### src/rtl/cp0_except_unit.sv
// cp0_except_unit
//   Coprocessor-0 register file and exception-source unit that sits beside
//   the MEM stage. Holds Status, Cause, EPC, Count and Compare, prioritises
//   interrupts over synchronous exceptions, and commits exception state on
//   the rising clock edge unless the pipeline is stalled.
//
// Ports
//   clk, reset         : clock, synchronous active-high reset
//   hw_int[5:0]        : level hardware interrupts (IP[7:2])
//   mem_valid, mem_pc  : MEM-stage instruction valid flag and PC
//   mem_is_*           : decoded syscall / RI / overflow / trap / eret flags
//   mem_stall          : pipeline hold, blocks all exception commits
//   cp0_we, cp0_waddr, cp0_wdata : mtc0 write port (WB stage)
//   cp0_raddr, cp0_rdata         : combinational read port
//   mem_excepttype     : exception code to the control unit (0 = none)
//   epc_out            : current EPC, the eret target
//   timer_int          : Count/Compare match flag (IP[7])
//
// Configuration
//   CP0_TIMER_EN : when defined, builds Count/Compare and routes timer_int to
//                  IP[7]; otherwise Count/Compare read 0 and IP[7] = hw_int[5].
module cp0_except_unit #(
  parameter int COUNT_W = 32
) (
  input  logic        clk,
  input  logic        reset,
  input  logic [5:0]  hw_int,
  input  logic        mem_valid,
  input  logic [31:0] mem_pc,
  input  logic        mem_is_syscall,
  input  logic        mem_is_ri,
  input  logic        mem_is_ov,
  input  logic        mem_is_trap,
  input  logic        mem_is_eret,
  input  logic        mem_stall,
  input  logic        cp0_we,
  input  logic [4:0]  cp0_waddr,
  input  logic [4:0]  cp0_raddr,
  input  logic [31:0] cp0_wdata,
  output logic [31:0] cp0_rdata,
  output logic [31:0] mem_excepttype,
  output logic [31:0] epc_out,
  output logic        timer_int
);

  logic        status_ie;
  logic        status_exl;
  logic [7:0]  status_im;
  logic [1:0]  ip_sw;
  logic [4:0]  exc_code;
  logic [31:0] epc;
  logic        timer_q;
  logic        ip7;
  logic [7:0]  ip;
  logic [7:0]  pending;
  logic        int_ok;
  logic [31:0] code;
  logic [4:0]  new_exc_code;
  logic        commit;
  logic        commit_eret;
  logic        wr_status;
  logic        wr_cause;
  logic        wr_epc;
  logic        wr_count;
  logic        wr_compare;
  logic [31:0] count_rd;
  logic [31:0] compare_rd;

  assign wr_status  = cp0_we && (cp0_waddr == 5'd12);
  assign wr_cause   = cp0_we && (cp0_waddr == 5'd13);
  assign wr_epc     = cp0_we && (cp0_waddr == 5'd14);
  assign wr_count   = cp0_we && (cp0_waddr == 5'd9);
  assign wr_compare = cp0_we && (cp0_waddr == 5'd11);

`ifdef CP0_TIMER_EN
  logic [COUNT_W-1:0] count_q;
  logic [COUNT_W-1:0] compare_q;
  logic [COUNT_W-1:0] count_next;

  assign count_next = wr_count ? cp0_wdata[COUNT_W-1:0] : count_q + 1'b1;

  // Timer match is against the pre-edge Compare; a Compare write always
  // clears the flag, even if the same edge would otherwise match.
  always_ff @(posedge clk) begin
    if (reset) begin
      count_q   <= '0;
      compare_q <= '0;
      timer_q   <= 1'b0;
    end else begin
      count_q <= count_next;
      if (wr_compare) begin
        compare_q <= cp0_wdata[COUNT_W-1:0];
        timer_q   <= 1'b0;
      end else if (count_next == compare_q) begin
        timer_q <= 1'b1;
      end
    end
  end

  assign ip7        = timer_q;
  assign count_rd   = 32'(count_q);
  assign compare_rd = 32'(compare_q);
`else
  localparam logic [COUNT_W-1:0] COUNT_ZERO = '0;

  assign timer_q    = 1'b0;
  assign ip7        = hw_int[5];
  assign count_rd   = 32'(COUNT_ZERO);
  assign compare_rd = 32'(COUNT_ZERO);
`endif

  assign ip      = {ip7, hw_int[4:0], ip_sw};
  assign pending = ip & status_im;
  assign int_ok  = status_ie && !status_exl && (pending != 8'd0);

  // Interrupts outrank synchronous exceptions; among interrupts the lowest
  // pending IP bit wins, so the loop scans downward and the last hit sticks.
  always_comb begin
    code = 32'd0;
    if (!reset && mem_valid) begin
      if (int_ok) begin
        for (int k = 7; k >= 0; k--) begin
          if (pending[k]) code = 32'(k + 1);
        end
      end else if (mem_is_ri)      code = 32'h0a;
      else if (mem_is_syscall)     code = 32'h09;
      else if (mem_is_trap)        code = 32'h0c;
      else if (mem_is_ov)          code = 32'h0b;
      else if (mem_is_eret)        code = 32'h0d;
    end
  end

  always_comb begin
    new_exc_code = 5'd0;
    case (code)
      32'h09:  new_exc_code = 5'd8;
      32'h0a:  new_exc_code = 5'd10;
      32'h0b:  new_exc_code = 5'd12;
      32'h0c:  new_exc_code = 5'd13;
      default: new_exc_code = 5'd0;
    endcase
  end

  assign commit      = !mem_stall && (code != 32'd0);
  assign commit_eret = commit && (code == 32'h0d);

  // A same-edge commit overrides mtc0 only on the fields it updates (EXL,
  // EPC, ExcCode); IE, IM and the software IP bits still take the write.
  always_ff @(posedge clk) begin
    if (reset) begin
      status_ie  <= 1'b0;
      status_exl <= 1'b0;
      status_im  <= 8'd0;
      ip_sw      <= 2'd0;
      exc_code   <= 5'd0;
      epc        <= 32'd0;
    end else begin
      if (wr_status) begin
        status_ie <= cp0_wdata[0];
        status_im <= cp0_wdata[15:8];
      end
      if (commit_eret)    status_exl <= 1'b0;
      else if (commit)    status_exl <= 1'b1;
      else if (wr_status) status_exl <= cp0_wdata[1];
      if (wr_cause) ip_sw <= cp0_wdata[9:8];
      if (commit && !commit_eret) begin
        exc_code <= new_exc_code;
        epc      <= mem_pc;
      end else if (wr_epc) begin
        epc <= cp0_wdata;
      end
    end
  end

  always_comb begin
    cp0_rdata = 32'd0;
    case (cp0_raddr)
      5'd9:    cp0_rdata = count_rd;
      5'd11:   cp0_rdata = compare_rd;
      5'd12:   cp0_rdata = {16'd0, status_im, 6'd0, status_exl, status_ie};
      5'd13:   cp0_rdata = {16'd0, ip, 1'b0, exc_code, 2'd0};
      5'd14:   cp0_rdata = epc;
      default: cp0_rdata = 32'd0;
    endcase
  end

  assign mem_excepttype = code;
  assign epc_out        = reset ? 32'd0 : epc;
  assign timer_int      = timer_q;

endmodule

### config.mk
export PLATFORM = sky130hd
export DESIGN_NAME = cp0_except_unit
export DESIGN_NICKNAME = d
export VERILOG_FILES = /design/src/rtl/cp0_except_unit.sv
export SDC_FILE = /design/constraint.sdc
export NUM_CORES = 1
export LEC_CHECK = 0
export CAP_MARGIN = 20
export CORE_AREA = 10 10 82 137
export CTS_CLUSTER_SIZE = 20
export DETAILED_ROUTE_END_ITERATION = 16
export DIE_AREA = 0 0 92 147
export PLACE_DENSITY = 0.82
export SLEW_MARGIN = 20
export SYNTH_ARGS = -nofsm -noshare
export SYNTH_HDL_FRONTEND = slang
export SYNTH_SLANG_ARGS = --single-unit
### constraint.sdc
create_clock -name clk -period 3.8 [get_ports clk]
set_input_delay 0.76 -clock clk [delete_from_list [all_inputs] [get_ports clk]]
set_output_delay 0.76 -clock clk [all_outputs]
set_load 0.005 [all_outputs]
==> results of run 1 <==
## per-stage QoR
| stage | instances | power (µW) | worst slack, ns | hold WS [ns] |
|---|---|---|---|---|
| after floorplan | 433 | 755.9 | 0.8074 | 0.4423 |
| after global placement | 669 | 909.5 | 0.09931 | 0.4729 |
| after detailed placement | 669 | 919.7 | 0.06565 | 0.4758 |
| after CTS | 677 | 1421 | 0.06411 | 0.4846 |
| after global routing | 679 | 1472 | 0.003175 | 0.5195 |
| final | 679 | 1413 | 0.05892 | 0.4860 |
## what timing repair did
action / CTS / global route
endpoints found under the setup margin: 0 / 2
setup buffers: 0 / 1
gates resized for setup: 0 / 1
## flip-flops by register name (all words and copies together), names as in the netlist
| signal | count |
|---|---|
| ip_sw | 2 |
| status_ie | 1 |
| exc_code | 4 |
| status_im | 8 |
| epc | 32 |
| status_exl | 1 |
## cells by family after synthesis
group	Yosys count	share of synthesized area, %
and+or+nand+nor	159	25.23
other	1	0.1071
DFF	48	27.45
muxes	56	16.01
buffers and inverters	67	11.36
AOI/OAI and AO/OA	74	19.84
## per-layer routing
metal / routed length (µm) / vias to the layer above / track usage, % / share of wire [%]
met4: 384 / 0 / 7.364 / 2.9
met5: 0 / - / 0 / 0
met3: 1213 / 26 / 7.449 / 9.2
li1: - / 1703 / - / -
met2: 7050 / 155 / 34.89 / 53
met1: 4548 / 1714 / 17.47 / 34
## where the power goes
part / internal [µW] / total (µW) / switching, µW / leakage (µW)
Clock: 310 / 501 / 191 / 0.0000808
Combinational: 197 / 352 / 156 / 0.00134
Sequential: 535 / 560 / 24.5 / 0.000393
## worst paths after layout
kind,startpoint,end,slack (ns),cells past startpoint
hold reg to reg,exc_code[3],exc_code[3],0.49,2
setup reg to reg,ip_sw[1],epc[0],0.88,10
setup / recovery,hw_int[0],mem_excepttype[2],0.06,7
hold / removal,exc_code[3],exc_code[3],0.49,2
## cells in the final DEF, fill, tap and decap left out, types with 2 or more instances in the layout
master	synthesis	final
buf_4	29	23
a41oi_1	2	2
inv_1	4	4
nor2_1	37	37
nor3_1	4	3
dfxtp_1	48	48
a211oi_1	2	2
a22oi_1	6	6
clkdlybuf4s50_1	0	156
a21oi_1	13	13
clkbuf_16	0	5
nor4_1	33	33
a21o_1	2	2
o211a_1	2	2
nand2_1	10	10
and2_1	20	20
a211oi_2	30	30
or3_1	3	2
conb_1	1	29
o21ai_0	5	5
nand2b_1	4	4
nor2b_1	40	40
o211ai_1	2	2
mux2i_1	56	56
## worst max-delay path: cells and delay by family
family                 cells  cell delay, ns
AOI/OAI and AO/OA          2            0.84
buffers and inverters      5            1.38
## synth_stat cells (all sizes together), types with 2 or more instances
cell / count / area (µm²)
dfxtp: 48 / 960.9
buf: 35 / 277.8
mux2i: 56 / 560.5
or3: 3 / 18.77
a21oi: 13 / 65.06
nor3: 4 / 20.02
a211oi: 32 / 390.4
a41oi: 2 / 17.52
o21ai: 5 / 25.02
and2: 20 / 125.1
a21o: 2 / 15.01
inv: 4 / 15.01
nand2b: 4 / 25.02
o211ai: 2 / 15.01
nor2: 37 / 138.9
nor2b: 40 / 250.2
o211a: 2 / 20.02
nor3b: 3 / 27.52
clkbuf: 28 / 105.1
a221oi: 3 / 38.79
a22oi: 6 / 45.04
nor4: 33 / 206.5
nand2: 10 / 37.54
## final cells by class
| class | count | area [µm²] |
|---|---|---|
| inverter | 4 | 15.01 |
| fill | 849 | 3656 |
| multi-input combinational | 318 | 2276 |
| clock buffer | 6 | 128.9 |
| antenna | 1 | 2.502 |
| timing repair buffer | 180 | 1754 |
| clock inverter | 2 | 35.03 |
| tap | 120 | 150.1 |
| sequential | 48 | 960.9 |
==> results.json, run 1 <==
{
  "cts_sinks": 48,
  "finalCoreUtilization_pct": 59.28,
  "grt_max_degree": 62,
  "setup_viol": 0,
  "vdd_drop_max_uv": 191.6,
  "drc": 0,
  "synthFlopType": "dfxtp_1",
  "overflow": 0,
  "antenna_found_initial": 1,
  "ant_nets": 0,
  "io_pins": 187,
  "grt_pass1_vias": 3875,
  "syn_inst": 405,
  "postLayoutCellArea_um2": 5323,
  "cts_tree": "done",
  "synthArstFlopShare_pct": 0,
  "vias": 3598,
  "die_area_um2": 13520,
  "wire_per_inst_um": 19.43,
  "syn_avg_cell_area_um2": 8.644,
  "max_cap_viol_count": 0,
  "relSlewSlack_pct": 47.66,
  "final_hold_viol_count": 0,
  "layout_min_cycle_time_ns": 3.741,
  "critPathLaunchType": "input port",
  "place_area_um2": 5137,
  "rows": 46,
  "fin_tns_setup_ns": 0,
  "drv_slew": 0,
  "rsz0062_at_grt": "false",
  "start_util_pct": 38.99,
  "die_x_um": 92,
  "first_iter_violations": 205,
  "hpwl_um": 10310,
  "ys_ff_latch": 48,
  "io_buffers": 157,
  "layout-drive-gt1-share_pct": 12.37,
  "holdCritPathClass": "reg -> reg",
  "postRouteWirelength_um": 13200,
  "worst_ep_required_time_ns": 3.04,
  "track_usage_pct": 18.72,
  "fin_crit_sh_pct": 98.45,
  "core_um2": 8979,
  "cts.root.buffer_cell": "clkbuf_16",
  "p_leak_uw": 0.001813,
  "worstPathArrival_ns": 2.98,
  "clock_latency_ns": 0.29,
  "power_density_nw_per_um2": 265.4,
  "grt_pass1_wl_um": 20760,
  "slowest_delay_ns": 0.60,
  "cts.path.max_buffers": 2,
  "max_freq_mhz": 267.3,
  "end_kind": "output pin",
  "h-tree-depth": 2,
  "die_h_um": 147,
  "crit_slowest_cell": "clkdlybuf4s50_1",
  "ys_types": 41,
  "clk_pin_slew_ns": 0.06,
  "criticalPathCategory": "in -> out",
  "yosysWarnings": 0,
  "cts_buffers": 5,
  "path_cells": "clkdlybuf4s50_1 -> a222oi_1 -> buf_4 -> buf_4 -> inv_1 -> a221oi_4 -> clkdlybuf4s50_1",
  "place.gp.congestion": 0.9504,
  "status": "completed",
  "avgViaCountPerCell": 5.299,
  "syn_to_final_growth_pct": 52.04,
  "worst-path-max-fanout": 8,
  "hold_buffers": 0,
  "syn_area_um2": 3501,
  "synth_edf_count": 0,
  "num-nets-final": 647,
  "skew_ns": 0.006802,
  "ys_seq_area_share_pct": 27.45,
  "first_pass_iters": 4,
  "tightest_slew_ns": 0.7852
}
Note: power is estimated with default switching activity, not from simulation.
==> inputs of run 2 (changes only) <==
--- a/config.mk
+++ b/config.mk
@@ -5,7 +5,7 @@
 export SDC_FILE = /design/constraint.sdc
 export NUM_CORES = 1
 export LEC_CHECK = 0
-export CAP_MARGIN = 20
+export CAP_MARGIN = 10
 export CORE_AREA = 10 10 82 137
 export CTS_CLUSTER_SIZE = 20
 export DETAILED_ROUTE_END_ITERATION = 16
==> results of run 2 <==
The final DEF is identical to that of run 1; final timing and power are the same.
